===== config.mk =====
export PLATFORM = sky130hd
export DESIGN_NAME = id_ex_stage
export DESIGN_NICKNAME = d
export VERILOG_FILES = /design/src/rtl/id_ex_stage.sv
export SDC_FILE = /design/constraint.sdc
export NUM_CORES = 1
export LEC_CHECK = 0
export ABC_AREA = 1
export CORE_ASPECT_RATIO = 0.75
export CORE_MARGIN = 3
export CORE_UTILIZATION = 44
export DETAILED_ROUTE_END_ITERATION = 10
export PLACE_DENSITY = 0.85
export SKIP_CTS_REPAIR_TIMING = 1
export SKIP_LAST_GASP = 1
export SYNTH_ARGS = -nofsm -noshare
export SYNTH_HDL_FRONTEND = slang
export SYNTH_SLANG_ARGS = --single-unit

===== constraint.sdc =====
create_clock -name clk -period 1.6 [get_ports clk]
set_input_delay 0.16 -clock clk [delete_from_list [all_inputs] [get_ports clk]]
set_output_delay 0.16 -clock clk [all_outputs]
set_load 0.01 [all_outputs]

===== src/rtl/id_ex_stage.sv =====
// ============================================================================
//  Module   : id_ex_stage
//  Brief    : ID/EX pipeline register with EX/MEM and MEM/WB operand
//             forwarding, load-use hazard detection and bubble insertion.
//  Revision : 1.0 - initial release
// ============================================================================
`default_nettype none

module id_ex_stage #(
    parameter int DW = 32,
    parameter int RW = 5
) (
    input  logic          clk,
    input  logic          rst,
    input  logic          stall,
    input  logic          flush,
    input  logic          id_valid,
    input  logic [RW-1:0] id_rs,
    input  logic [RW-1:0] id_rt,
    input  logic [RW-1:0] id_rd,
    input  logic [DW-1:0] id_rdata1,
    input  logic [DW-1:0] id_rdata2,
    input  logic [DW-1:0] id_imm,
    input  logic          id_alusrc,
    input  logic [2:0]    id_aluctrl,
    input  logic          id_regwrite,
    input  logic          id_memread,
    input  logic          id_memwrite,
    input  logic          id_memtoreg,
    input  logic          mem_regwrite,
    input  logic [RW-1:0] mem_rd,
    input  logic [DW-1:0] mem_result,
    input  logic          wb_regwrite,
    input  logic [RW-1:0] wb_rd,
    input  logic [DW-1:0] wb_result,
    output logic          hazard_stall,
    output logic          ex_valid,
    output logic [DW-1:0] din1,
    output logic [DW-1:0] dreg,
    output logic [DW-1:0] dext,
    output logic          alusrc,
    output logic [2:0]    aluctrl,
    output logic [RW-1:0] ex_rd,
    output logic          ex_regwrite,
    output logic          ex_memread,
    output logic          ex_memwrite,
    output logic          ex_memtoreg
);

    localparam logic [2:0] C_ALU_ADD = 3'h2;

    logic          valid_q,    valid_d;
    logic [RW-1:0] rs_q,       rs_d;
    logic [RW-1:0] rt_q,       rt_d;
    logic [RW-1:0] rd_q,       rd_d;
    logic [DW-1:0] rdata1_q,   rdata1_d;
    logic [DW-1:0] rdata2_q,   rdata2_d;
    logic [DW-1:0] imm_q,      imm_d;
    logic          alusrc_q,   alusrc_d;
    logic [2:0]    aluctrl_q,  aluctrl_d;
    logic          regwrite_q, regwrite_d;
    logic          memread_q,  memread_d;
    logic          memwrite_q, memwrite_d;
    logic          memtoreg_q, memtoreg_d;

    // The rt match is checked even for instructions that do not read rt.
    assign hazard_stall = valid_q && memread_q && (rd_q != '0) && id_valid &&
                          ((rd_q == id_rs) || (rd_q == id_rt));

    always_comb begin
        valid_d    = valid_q;
        rs_d       = rs_q;
        rt_d       = rt_q;
        rd_d       = rd_q;
        rdata1_d   = rdata1_q;
        rdata2_d   = rdata2_q;
        imm_d      = imm_q;
        alusrc_d   = alusrc_q;
        aluctrl_d  = aluctrl_q;
        regwrite_d = regwrite_q;
        memread_d  = memread_q;
        memwrite_d = memwrite_q;
        memtoreg_d = memtoreg_q;
        if (!stall) begin
            if (flush || hazard_stall) begin
                valid_d    = 1'b0;
                rs_d       = '0;
                rt_d       = '0;
                rd_d       = '0;
                rdata1_d   = '0;
                rdata2_d   = '0;
                imm_d      = '0;
                alusrc_d   = 1'b0;
                aluctrl_d  = C_ALU_ADD;
                regwrite_d = 1'b0;
                memread_d  = 1'b0;
                memwrite_d = 1'b0;
                memtoreg_d = 1'b0;
            end else begin
                valid_d    = id_valid;
                rs_d       = id_rs;
                rt_d       = id_rt;
                rd_d       = id_rd;
                rdata1_d   = id_rdata1;
                rdata2_d   = id_rdata2;
                imm_d      = id_imm;
                alusrc_d   = id_alusrc;
                aluctrl_d  = id_aluctrl;
                regwrite_d = id_regwrite;
                memread_d  = id_memread;
                memwrite_d = id_memwrite;
                memtoreg_d = id_memtoreg;
            end
        end
    end

    always_ff @(posedge clk) begin
        if (rst) begin
            valid_q    <= 1'b0;
            rs_q       <= '0;
            rt_q       <= '0;
            rd_q       <= '0;
            rdata1_q   <= '0;
            rdata2_q   <= '0;
            imm_q      <= '0;
            alusrc_q   <= 1'b0;
            aluctrl_q  <= C_ALU_ADD;
            regwrite_q <= 1'b0;
            memread_q  <= 1'b0;
            memwrite_q <= 1'b0;
            memtoreg_q <= 1'b0;
        end else begin
            valid_q    <= valid_d;
            rs_q       <= rs_d;
            rt_q       <= rt_d;
            rd_q       <= rd_d;
            rdata1_q   <= rdata1_d;
            rdata2_q   <= rdata2_d;
            imm_q      <= imm_d;
            alusrc_q   <= alusrc_d;
            aluctrl_q  <= aluctrl_d;
            regwrite_q <= regwrite_d;
            memread_q  <= memread_d;
            memwrite_q <= memwrite_d;
            memtoreg_q <= memtoreg_d;
        end
    end

    // EX/MEM wins over MEM/WB; index 0 always falls through to the register value.
    always_comb begin
        din1 = rdata1_q;
        if (mem_regwrite && (mem_rd != '0) && (mem_rd == rs_q)) begin
            din1 = mem_result;
        end else if (wb_regwrite && (wb_rd != '0) && (wb_rd == rs_q)) begin
            din1 = wb_result;
        end
    end

    always_comb begin
        dreg = rdata2_q;
        if (mem_regwrite && (mem_rd != '0) && (mem_rd == rt_q)) begin
            dreg = mem_result;
        end else if (wb_regwrite && (wb_rd != '0) && (wb_rd == rt_q)) begin
            dreg = wb_result;
        end
    end

    assign ex_valid    = valid_q;
    assign dext        = imm_q;
    assign alusrc      = alusrc_q;
    assign aluctrl     = aluctrl_q;
    assign ex_rd       = rd_q;
    assign ex_regwrite = regwrite_q;
    assign ex_memread  = memread_q;
    assign ex_memwrite = memwrite_q;
    assign ex_memtoreg = memtoreg_q;

endmodule

`default_nettype wire


==> results by stage, run 1 <==
Outcome:
- The run finished, with violations left.
- The checks that failed: setup timing.

Power:
- Of the total power, combinational logic draws 0.218.
- The total power is 9.49 mW.
- The leakage power is 6.15 nW.
- The sequential share of power is 0.335.
- Cell internal power was estimated by the tool at 6.93 mW.
- The highest ir drop seen on vdd is 695 uV.
- Of the total power, the clock network draws 0.447.
- Of the total power, the share spent switching nets is 0.270.
- The net switching component of the power is 2.56 mW.
- The total power divided by cell area is 733 nW/um2.

Clocking:
- The clock slew seen by the registers of the worst setup and hold paths is 0.06 ns.
- CTS placed an instance of sky130_fd_sc_hd__clkbuf_16 at the clock tree root.
- The insertion delay of the later-clocked pin in the worst-skew pair is 0.42 ns.
- The TritonCTS sink count is 120.
- The CTS tree is yes.
- CTS built an H-tree with a depth of 4.
- The deepest clock path buffer count is 2.
- The total CTS buffers is 17.

Global route:
- The first-pass GRT wire length is 43100 um.
- The number of antenna violations at the first check in global routing is 1.
- In the global route stage, met3 resource usage came out at 0.0872.
- The maximum number of pins on one net before global-route repair is 71.
- The layer with the highest usage is met2.
- The global-route track usage on met1 is 0.332.
- After global routing the overflow that remains totals 0.
- The via count of the first global-routing pass came to 8847.
- The combined global-route utilization of all metal layers is 0.281.
- For met2 alone, demand over resource in global routing was 0.472.

Finish:
- The final core utilization is 0.786.
- After the flow finishes, the layout carries non-filler instances totaling 1861.
- The area added between synthesis and finish is 70.4%.
- The area of the multi-input gates is 4640 um2.
- The net count of the finished layout is 1837.
- Registers take 2430 um2.
- Of the cells placed in the final design, the portion with a size suffix greater than 1 is 0.208.
- The layout has 1111 filler cells.

Synthesis:
- The proportion of netlist area held by the largest area contributor is 0.316.
- The share of the Yosys chip area taken by registers is 0.316.
- sky130_fd_sc_hd__dfxtp_1 takes more of the synthesized area than any other cell.
- The unique cell type count in the Yosys netlist is 19.
- Counting flops with a built-in enable in the synthesized netlist gives 0.
- In the synthesized netlist, the cells that appear most often are sky130_fd_sc_hd__nand2_1, sky130_fd_sc_hd__nand3_1, sky130_fd_sc_hd__inv_1, sky130_fd_sc_hd__nor2_1.
- The count of state elements after synthesis is 120.
- The post-synth design cell area is 7600 um2.
- The average instance in the mapped netlist occupies 5.74 um2.
- By area the synthesized netlist is led by sky130_fd_sc_hd__dfxtp_1, sky130_fd_sc_hd__nand2_1, sky130_fd_sc_hd__nand3_1.
- The net count after synthesis is 1524.
- In the synthesized netlist, the number of instances is 1324.
- The total of warnings raised by yosys is 0.
- After synthesis, the share of flip-flops with an asynchronous set or reset is 0.
- The most frequently used cell type in the post-synthesis netlist is sky130_fd_sc_hd__nand2_1.
- Among all flip-flop cells after synthesis, the most frequent one is sky130_fd_sc_hd__dfxtp_1.

STA:
- The hold violation total from the final report is 0.
- At the pin with the least slew margin, the transition time is 0.435 ns.
- The post-route worst setup slack is -0.569 ns.
- The count of final setup violators is 118.
- In the finished design, the share of the clock period the worst path needs comes to 1.36.
- Setup repair after global routing could not meet its margin everywhere.
- Measured against its own limit, the worst slew margin works out to 0.710.
- The final number of max-transition violations is 0.
- Across the routed clock network, the largest skew measured is 0.00688 ns.
- Derived from the worst setup path, the maximum achievable clock frequency is 0.461 GHz.
- The worst path in the final design needs a cycle of 2.17 ns, including I/O delays and setup.

Critical path:
- For this run, the slowest stage of the critical path takes 0.36 ns.
- STA classifies the critical path endpoint as a primary output.
- The startpoint-to-endpoint class of the critical path is reg2out.
- The data required time of the critical path is 1.44 ns.
- The startpoint class of the critical path is a register.
- The worst path arrival time is 2.01 ns.
- In this run the worst path has a maximum fanout of 6.
- For this design, the slowest cell found on the critical path is sky130_fd_sc_hd__dfxtp_4.
- The worst-case register-to-register setup slack is -0.11 ns.
- The signal on the critical path passes through xnor2_2 -> nand2_2 -> nor3_4 -> buf_6 -> clkbuf_16 -> nand3_2 -> nand3_1 -> nand2_1 -> buf_2.

Die:
- The die outline area is 18900 um2.
- For this configuration, the core starts out at a cell density of 0.462.
- In this run the vertical extent of the chip is 120 um.
- The area inside the core boundary is 16500 um2.
- The initialized floorplan defines 40 standard-cell rows.
- The count of boundary I/O pins is 311.
- In this run the horizontal extent of the chip is 158 um.

Detailed routing:
- In the final routed layout, each cell accounts on average for 17.6 um.
- In the routed design, unresolved DRC markers number 0.
- The ratio of routed vias to standard cells is 5.34.
- For this block, the initial DRC count from the detailed router was 907.
- The count of nets left with antenna violations once routing finished came out at 0.
- The sum of routed wire length over all layers is 32700 um.
- The number of vias in the routed layout is 9939.
- The number of detailed-routing iterations run before antenna repair is 6.

Placed design:
- At the placement stage, the worst setup path has a slack of -0.907 ns.
- In this run, placement finished with an instance count of 1806.
- The post-DP HPWL is 19600 um.
- Buffers placed on the I/O ports in this run total 310.
- The congestion estimate from routability-driven global placement came to 0.880.

Hold path:
- The worst hold path belongs to the class in2reg.

Run:
- Across the run, the number of max-cap violations was 0.
layout by cell type, fill, tap and decap left out, types with 11 or more instances in the layout:
| cell type | synthesis | routed |
|---|---|---|
| sky130_fd_sc_hd__nand2_2 | 0 | 15 |
| sky130_fd_sc_hd__nand3_1 | 249 | 165 |
| sky130_fd_sc_hd__buf_6 | 0 | 19 |
| sky130_fd_sc_hd__dfxtp_1 | 120 | 109 |
| sky130_fd_sc_hd__inv_1 | 222 | 217 |
| sky130_fd_sc_hd__buf_12 | 0 | 25 |
| sky130_fd_sc_hd__clkbuf_16 | 0 | 30 |
| sky130_fd_sc_hd__nand2_1 | 347 | 331 |
| sky130_fd_sc_hd__nor2_1 | 134 | 130 |
| sky130_fd_sc_hd__buf_4 | 10 | 29 |
| sky130_fd_sc_hd__a21oi_2 | 0 | 28 |
| sky130_fd_sc_hd__a21oi_1 | 120 | 92 |
| sky130_fd_sc_hd__clkdlybuf4s50_1 | 0 | 235 |
| sky130_fd_sc_hd__nand3_2 | 0 | 74 |
| sky130_fd_sc_hd__buf_2 | 22 | 33 |
| sky130_fd_sc_hd__clkbuf_2 | 0 | 22 |
| sky130_fd_sc_hd__xor2_1 | 12 | 11 |
flip-flops by register name, summed over array words and instances (netlist names), 3 cells and up:
name and flops:
dext 32, rdata1_q 32, rdata2_q 32, ex_rd 5
rs_q 5, rt_q 5, aluctrl 3
layout make-up:
type	count	area share
multi-input cells	881	0.359
repair buffers	390	0.316
flip-flops and latches	120	0.188
inverters	227	0.0665
clock buffers	22	0.0374
well taps	210	0.0203
clock inverters	10	0.0129
diodes	1	0.000193
path summary, 6_finish.rpt:
path,endpoint,start,cells past startpoint
hold / removal,rdata2_q[24],stall,3
hold reg to reg,dext[9],dext[9],2
setup reg to reg,rdata1_q[15],ex_rd[0],12
setup / recovery,din1[19],rs_q[1],9
power groups by stage:
| stage | clock, mW | sequential, mW | combinational (mW) |
|---|---|---|---|
| floorplan | 0 | 3.25 | 0.776 |
| global placement | 0 | 3.23 | 1.87 |
| detailed placement | 0 | 3.24 | 1.89 |
| CTS | 4.26 | 3.18 | 1.91 |
| global route | 4.42 | 3.19 | 2.22 |
| finish | 4.24 | 3.18 | 2.07 |
cell families after synthesis:
group / Yosys count / share of synthesized area
AOI/OAI and AO/OA: 122 / 0.0808
xor gates and xnor gates: 22 / 0.0253
buffers and inverters: 323 / 0.168
DFF: 120 / 0.316
and+or+nand+nor: 737 / 0.410
per-stage QoR:
stage               hold WS, ns  instance area [um2]  TNS [ns]
finish                    0.149                12900    -35.48
floorplan                 0.349                 7600         0
CTS                     -0.0344                11900    -64.97
detailed placement        0.407                11300    -78.75
global placement          0.404                11300    -74.20
global route              0.165                12900    -49.93
critical path: cells and delay by family, from the launching register on:
family / cells / cell delay [ns]
buffers and inverters: 3 / 0.53
DFF: 1 / 0.36
xor gates and xnor gates: 1 / 0.14
and+or+nand+nor: 5 / 0.54
per-layer routing:
layer	wire (um)	vias to the layer above	share of wire
li1	-	4700	-
met1	12100	4492	0.37
met2	15500	609	0.47
met3	3590	136	0.11
met4	1590	2	0.048
met5	13	-	0.00040
(Power assumes the default switching activity.)
==> run 2, diff against run 1 <==
- CORE_MARGIN: 3 -> 10
==> run 2 against run 1 <==
The flow still finishes with violations (setup timing). Sequential share of layout area decreased by 0.27 points. Global-route usage down 3.3 points. Clock-buffer cell count is 2 higher. Setup slack improved by 0.0091 ns. Cell count grew 0.97%. Critical endpoint is now din1[15]. Hold slack improved by 0.015 ns. Total power decreased by 6.3%. Critical path depth decreased by 1. Routed wire length increased by 11%. Clock skew rose by 0.0081 ns. Largest cell class unchanged. Cell area rose by 1.5%.
==> results by stage, run 2 (synthesis results as in run 1) <==
STA:
- The highest attainable clock frequency is 0.463 GHz.
- The final number of max-transition violations is 0.
- Setup violations remaining at the end of the flow were counted as 106.
- The worst-case headroom to the max-slew limit is 0.692.
- The minimum period implied by the final worst setup slack is 2.16 ns.
- Dividing the final minimum period by the clock period gives 1.35.
- The hold violation total from the final report is 0.
- Setup slack on the critical path of the routed design comes to -0.560 ns.
- On the final layout, the worst clock skew is 0.0150 ns.
- Setup repair after global routing could not meet its margin everywhere.
- For the pin with the worst max-slew slack, the measured transition is 0.462 ns.

Critical path:
- The critical path endpoint category is a primary output.
- The worst setup path is launched from a register.
- The critical path's top delay family is simple AND/OR/NAND/NOR gates.
- Together, buffers and inverters on the worst path number 3.
- The critical path goes through xor2_2 -> nor3_4 -> buf_6 -> clkbuf_16 -> nand3_1 -> nand3_1 -> nand2_1 -> buf_2.
- The maximum fanout encountered on the critical timing path is 5.
- Data on the critical path arrives at its endpoint at 2.00 ns.
- The cell type of the slowest stage on the worst timing path is sky130_fd_sc_hd__dfxtp_4.
- The depth of the most critical reg-to-reg path is 10.
- Counting buffers and inverters, the worst setup path is 8 cells deep.
- The data required time of the critical path is 1.44 ns.
- The most used cell along the critical path is sky130_fd_sc_hd__nand3_1.
- The startpoint-to-endpoint class of the critical path is reg2out.
- The terminus of the critical flop-to-flop path is dext[7].
- The reg-to-reg critical path startpoint is ex_rd[4].
- The worst-case register-to-register setup slack is -0.08 ns.
- The largest stage delay on the critical path is 0.35 ns.

Global route:
- The first global-routing pass estimated 46000 um of wire.
- The number of antenna violations at the first check in global routing is 3.
- The via count of the first global-routing pass is 8834.
- The maximum number of pins on one net before global-route repair is 67.
- Global routing finished with a remaining overflow of 0.
- Across every metal layer, demand over resource in global routing totals 0.248.

Detailed routing:
- The number of DRC violations after detailed routing is 0.
- The number of DRC markers after the initial detailed-route iteration is 1181.
- In the final routed layout, each cell accounts on average for 19.4 um.
- The ratio of routed vias to standard cells is 5.34.
- The first TritonRoute pass finished after 6 iterations.
- After detailed routing, the total wire length is 36400 um.
- In this run the remaining antenna-violating nets after routing total 0.
- The number of vias in the routed layout is 10.0k.

Run:
- The number of max-cap violations is 0.

Clocking:
- The deepest clock path buffer count is 2.
- The H-tree generated during clock tree synthesis spans 4 levels.
- The tree built by TritonCTS fans out to 120 sinks.
- The CTS tree is yes.
- CTS placed an instance of sky130_fd_sc_hd__clkbuf_16 at the clock tree root.
- The clock slew seen by the registers of the worst setup and hold paths is 0.05 ns.
- The later pin in the worst-skew pair is clocked with a latency of 0.42 ns.
- TritonCTS created 17 clock buffers.

Die:
- The die outline area is 23000 um2.
- The die is 172 um wide.
- The vertical extent of the die is 134 um.
- During I/O placement, the number of pins put on the boundary was 311.
- The area inside the core boundary is 16900 um2.
- The initial core utilization is 0.450.
- The number of placement rows is 41.

Finish:
- For this run, the post-layout net count is 1849.
- In the layout the commonest cells are sky130_fd_sc_hd__nand2_1, sky130_fd_sc_hd__clkdlybuf4s50_1, sky130_fd_sc_hd__inv_1.
- The area growth from synthesis to layout is 72.9%.
- The filler cell count is 1156.
- The final core utilization is 0.779.
- The share of cells above drive strength 1 is 0.223.
- Leaving out fill and tap cells, the most frequent cell in the layout is sky130_fd_sc_hd__nand2_1.

Power:
- VDD sags by at most 873 uV.
- The leakage power is 6.25 nW.
- The total power divided by cell area is 676 nW/um2.
- The total power is 8.89 mW.

Hold path:
- The capture endpoint of the worst hold path is rdata2_q[19].
- The class of the worst hold path is in2reg.
- The depth of the worst hold-timing path is 3.
- The origin of the worst min-delay path is stall.

Placed design:
- The number of I/O port buffers is 310.
- Routability-driven placement finished with a final weighted congestion of 0.931.
- The post-DP HPWL is 22000 um.

Outcome:
- The final reports fail on setup timing.
- The run finished, with violations left.
run 2: cell types whose count changed in the layout (fill, tap and decap cells not counted), sizes merged, moves of 2 or more:
cell      before  now
bufinv         4    1
diode          1    3
buf          111  109
clkinvlp       2    4
clkbuf        57   74
clkinv         6    4
run 2: per-layer routing:
layer | vias to the layer above | GRT usage | share of wire
li1 | 4730 | - | -
met2 | 643 | 0.403 | 0.47
met5 | - | 0 | 0
met4 | 0 | 0.0721 | 0.028
met1 | 4567 | 0.297 | 0.38
met3 | 101 | 0.0967 | 0.12
run 2: cell type report:
type | count | area (um2) | area share
inverter | 227 | 861 | 0.0655
antenna | 3 | 7.51 | 0.000571
clock inverter | 7 | 70.1 | 0.00533
timing repair buffer | 402 | 4230 | 0.322
sequential | 120 | 2430 | 0.185
tap | 215 | 269 | 0.0205
clock buffer | 24 | 482 | 0.0366
multi-input combinational | 881 | 4790 | 0.365
run 2: worst max path at each step:
stage,start,end,slack [ns]
after floorplan,rs_q[0],din1[10],0.13
after global placement,wb_rd[0],din1[21],-0.91
after detailed placement,wb_rd[0],dreg[17],-0.93
after CTS,rt_q[1],dreg[22],-1.08
after global routing,rt_q[2],dreg[8],-0.62
final,rs_q[2],din1[15],-0.56
run 2: worst register-to-register path, cell delays in order, from the launching register on:
cell and delay [ns]:
sky130_fd_sc_hd__dfxtp_4 0.36, sky130_fd_sc_hd__nor2_1 0.10, sky130_fd_sc_hd__nand4_1 0.12, sky130_fd_sc_hd__nand4_1 0.12
sky130_fd_sc_hd__inv_2 0.06, sky130_fd_sc_hd__nand2_4 0.14, sky130_fd_sc_hd__buf_12 0.17, sky130_fd_sc_hd__buf_12 0.11
sky130_fd_sc_hd__buf_8 0.13, sky130_fd_sc_hd__nand3_2 0.09, sky130_fd_sc_hd__a21oi_2 0.19
run 2: stage by stage:
| step | hold slack, ns | setup TNS (ns) | setup WS (ns) | area (um2) | instances |
|---|---|---|---|---|---|
| after floorplan | 0.349 | 0 | 0.125 | 7600 | 1324 |
| after global placement | 0.444 | -76.02 | -0.910 | 11200 | 1810 |
| after detailed placement | 0.454 | -81.19 | -0.933 | 11200 | 1810 |
| after CTS | 0.137 | -66.60 | -1.08 | 11800 | 1841 |
| after global routing | 0.171 | -44.34 | -0.618 | 13100 | 1878 |
| final | 0.164 | -33.00 | -0.560 | 13100 | 1879 |
run 2: power breakdown:
group,internal (mW),leakage (nW),switching [mW]
registers,3.10,0.986,0.0776
clock network,2.25,0.258,1.42
logic,1.02,5.00,1.03
total,6.36,6.25,2.53
==> run 3, diff against run 2 <==
- REMOVE_ABC_BUFFERS: not set -> 1
==> run 3 against run 2 <==
The flow still finishes with violations (setup timing). Fmax fell by 4.1%. Clock power rose by 2%. Total power barely moved. Critical path depth rose by 3. Combinational power fell by 2%. Cell area fell by 3.7%. Critical path type is now in2out. Largest cell class unchanged.
==> results by stage, run 3 (synthesis results as in run 1) <==
Outcome:
- The run finished, with violations left.
- The final reports fail on setup timing.

Critical path:
- The worst setup path is launched from a primary input.
- The startpoint-to-endpoint class of the critical path is in2out.
- The critical path endpoint category is a primary output.
- The most used cell along the critical path is sky130_fd_sc_hd__nand2_1.
- The terminus of the critical flop-to-flop path is rdata2_q[7].
- STA puts the critical path data arrival time at 2.09 ns.
- The slowest stage of the critical path belongs to the cell sky130_fd_sc_hd__clkdlybuf4s50_1.
- Traced cell by cell, the critical path runs through clkdlybuf4s50_1 -> nor2_1 -> nand2_1 -> o21ai_2 -> nor3_4 -> nand2_4 -> buf_8 -> nand2_1 -> nand3_1 -> nand2_1 -> clkbuf_2.
- The data required time of the critical path is 1.44 ns.
- For the worst flop-to-flop path, the logic depth is 12.
- The startpoint identified for the worst register-to-register timing path is ex_rd[0].
- The largest single stage delay on the critical path is 0.54 ns.
- The worst-case register-to-register setup slack is -0.11 ns.
- The maximum fanout encountered on the critical timing path is 12.

Die:
- The count of boundary I/O pins is 311.
- The number of placement rows is 41.
- The core region is 16900 um2.
- The die span in x is 172 um.
- In this run the vertical extent of the chip is 134 um.
- The initial core utilization is 0.450.
- The die outline area is 23000 um2.

Finish:
- In the layout the commonest cells are sky130_fd_sc_hd__nand2_1, sky130_fd_sc_hd__clkdlybuf4s50_1, sky130_fd_sc_hd__inv_1.
- Once layout is complete, the cells apart from fillers number 1863.
- The repair_antennas step left the layout with diodes totalling 0.
- The final layout contains 1835 nets.
- The share of cells above drive strength 1 is 0.165.
- The most common cell after layout, fill and taps aside is sky130_fd_sc_hd__nand2_1.
- The area added between synthesis and finish is 66.6%.

Detailed routing:
- For this run, design rule violations remaining after detail routing come to 0.
- After detailed routing, the total wire length is 34700 um.
- The number of vias in the routed layout is 9851.
- The first detailed-routing pass ran for 6 iterations.
- Dividing the detail-routed wire length by the instance count gives 18.6 um.
- After detailed routing, the number of vias per cell comes to 5.29.
- Once detail routing completed, the nets flagged for antenna violations numbered 0.
- In this run, the number of DRC markers left after iteration 0 of detailed routing was 1132.

Placed design:
- The weighted congestion at the end of routability-driven global placement is 0.983.
- The number of placed instances, taps included, is 1811.
- The count of buffers added on input and output ports is 310.
- The worst setup slack after placement is -0.919 ns.
- Summed over all nets, the half-perimeter wirelength after detailed placement is 22100 um.

Hold path:
- The worst hold path was traced through 3 stages.
- The origin of the worst min-delay path is stall.
- The min-delay analysis places its worst path in the category in2reg.
- The capture endpoint of the worst hold path is ex_rd[0].

Global route:
- Entering global routing, the biggest net connects 121 pins.
- The first-pass GRT wire length is 46600 um.
- For this run the aggregate overflow at the end of global routing stands at 0.
- The met2 usage in global routing is 0.415.
- After global routing, the most crowded layer is met2.
- The global-route track usage on met1 is 0.293.
- The number of antenna violations at the first check in global routing is 0.
- For this run, global-route usage on met3 was measured as 0.0973.
- The combined global-route utilization of all metal layers is 0.252.
- The via count of the first global-routing pass is 9004.

Clocking:
- The insertion delay of the later-clocked pin in the worst-skew pair is 0.43 ns.
- In this run the number of H-tree levels came out at 4.
- CTS saw 120 sinks.
- The tree is rooted in a sky130_fd_sc_hd__clkbuf_16.
- The CTS tree is yes.
- The total CTS buffers is 17.
- After clock tree synthesis, the clock-pin slew on the worst setup and hold paths is 0.06 ns.
- Counting along the longest clock path gives a buffer depth of 2.

Power:
- The leakage power is 6.36 nW.
- The highest ir drop seen on vdd is 700 uV.
- The total power divided by cell area is 703 nW/um2.

STA:
- The final number of max-transition violations is 0.
- The highest attainable clock frequency is 0.444 GHz.
- Setup violations remaining at the end of the flow were counted as 96.
- For the pin with the worst max-slew slack, the measured transition is 0.682 ns.
- Dividing the final minimum period by the clock period gives 1.41.
- After layout, the worst setup slack is -0.652 ns.
- The worst-case headroom to the max-slew limit is 0.546.
- For the final routed database, the setup TNS stands at -35.84 ns.
- The minimum period implied by the final worst setup slack is 2.25 ns.
- Setup repair after global routing could not meet its margin everywhere.
- The hold violation total from the final report is 0.
- The clock tree skew after final layout is 0.0116 ns.

Run:
- The number of max-cap violations is 0.
## run 3: through the flow
stage	hold slack (ns)	util	power, mW	cell area (um2)
floorplan	0.229	-	3.89	7180
global placement	0.447	0.663	5.10	11200
detailed placement	0.453	0.663	5.12	11200
CTS	0.153	0.697	8.81	11800
global route	0.167	0.750	9.21	12700
finish	0.144	0.750	8.90	12700
## run 3: cell type report
| type | count | area (um2) |
|---|---|---|
| flip-flops and latches | 120 | 2430 |
| well taps | 215 | 269 |
| inverters | 227 | 857 |
| multi-input cells | 881 | 4460 |
| clock buffers | 18 | 439 |
| fillers | 1230 | 4220 |
| repair buffers | 388 | 4080 |
| clock inverters | 14 | 126 |
## run 3: where the power goes
part	internal, mW	switching [mW]
clock network	2.18	1.54
logic	1.00	0.993
registers	3.10	0.0762
## run 3: worst max path at each step
stage / cells past startpoint / startpoint / endpoint
final: 11 / wb_rd[3] / din1[18]
after global routing: 9 / rs_q[1] / din1[18]
after CTS: 9 / rt_q[1] / dreg[14]
after detailed placement: 10 / wb_rd[1] / din1[22]
after global placement: 10 / mem_rd[1] / dreg[14]
after floorplan: 7 / ex_rd[0] / hazard_stall
## run 3: critical path, delay by kind of cell
kind	cells	cell delay (ns)
buffers and inverters	3	0.86
AOI/OAI and AO/OA	1	0.11
and+or+nand+nor	7	0.96
## run 3: metal layers
metal,part of all wire,wire [um]
met4,0.029,1010
met1,0.38,13300
met2,0.46,16100
met5,0,0
met3,0.12,4310
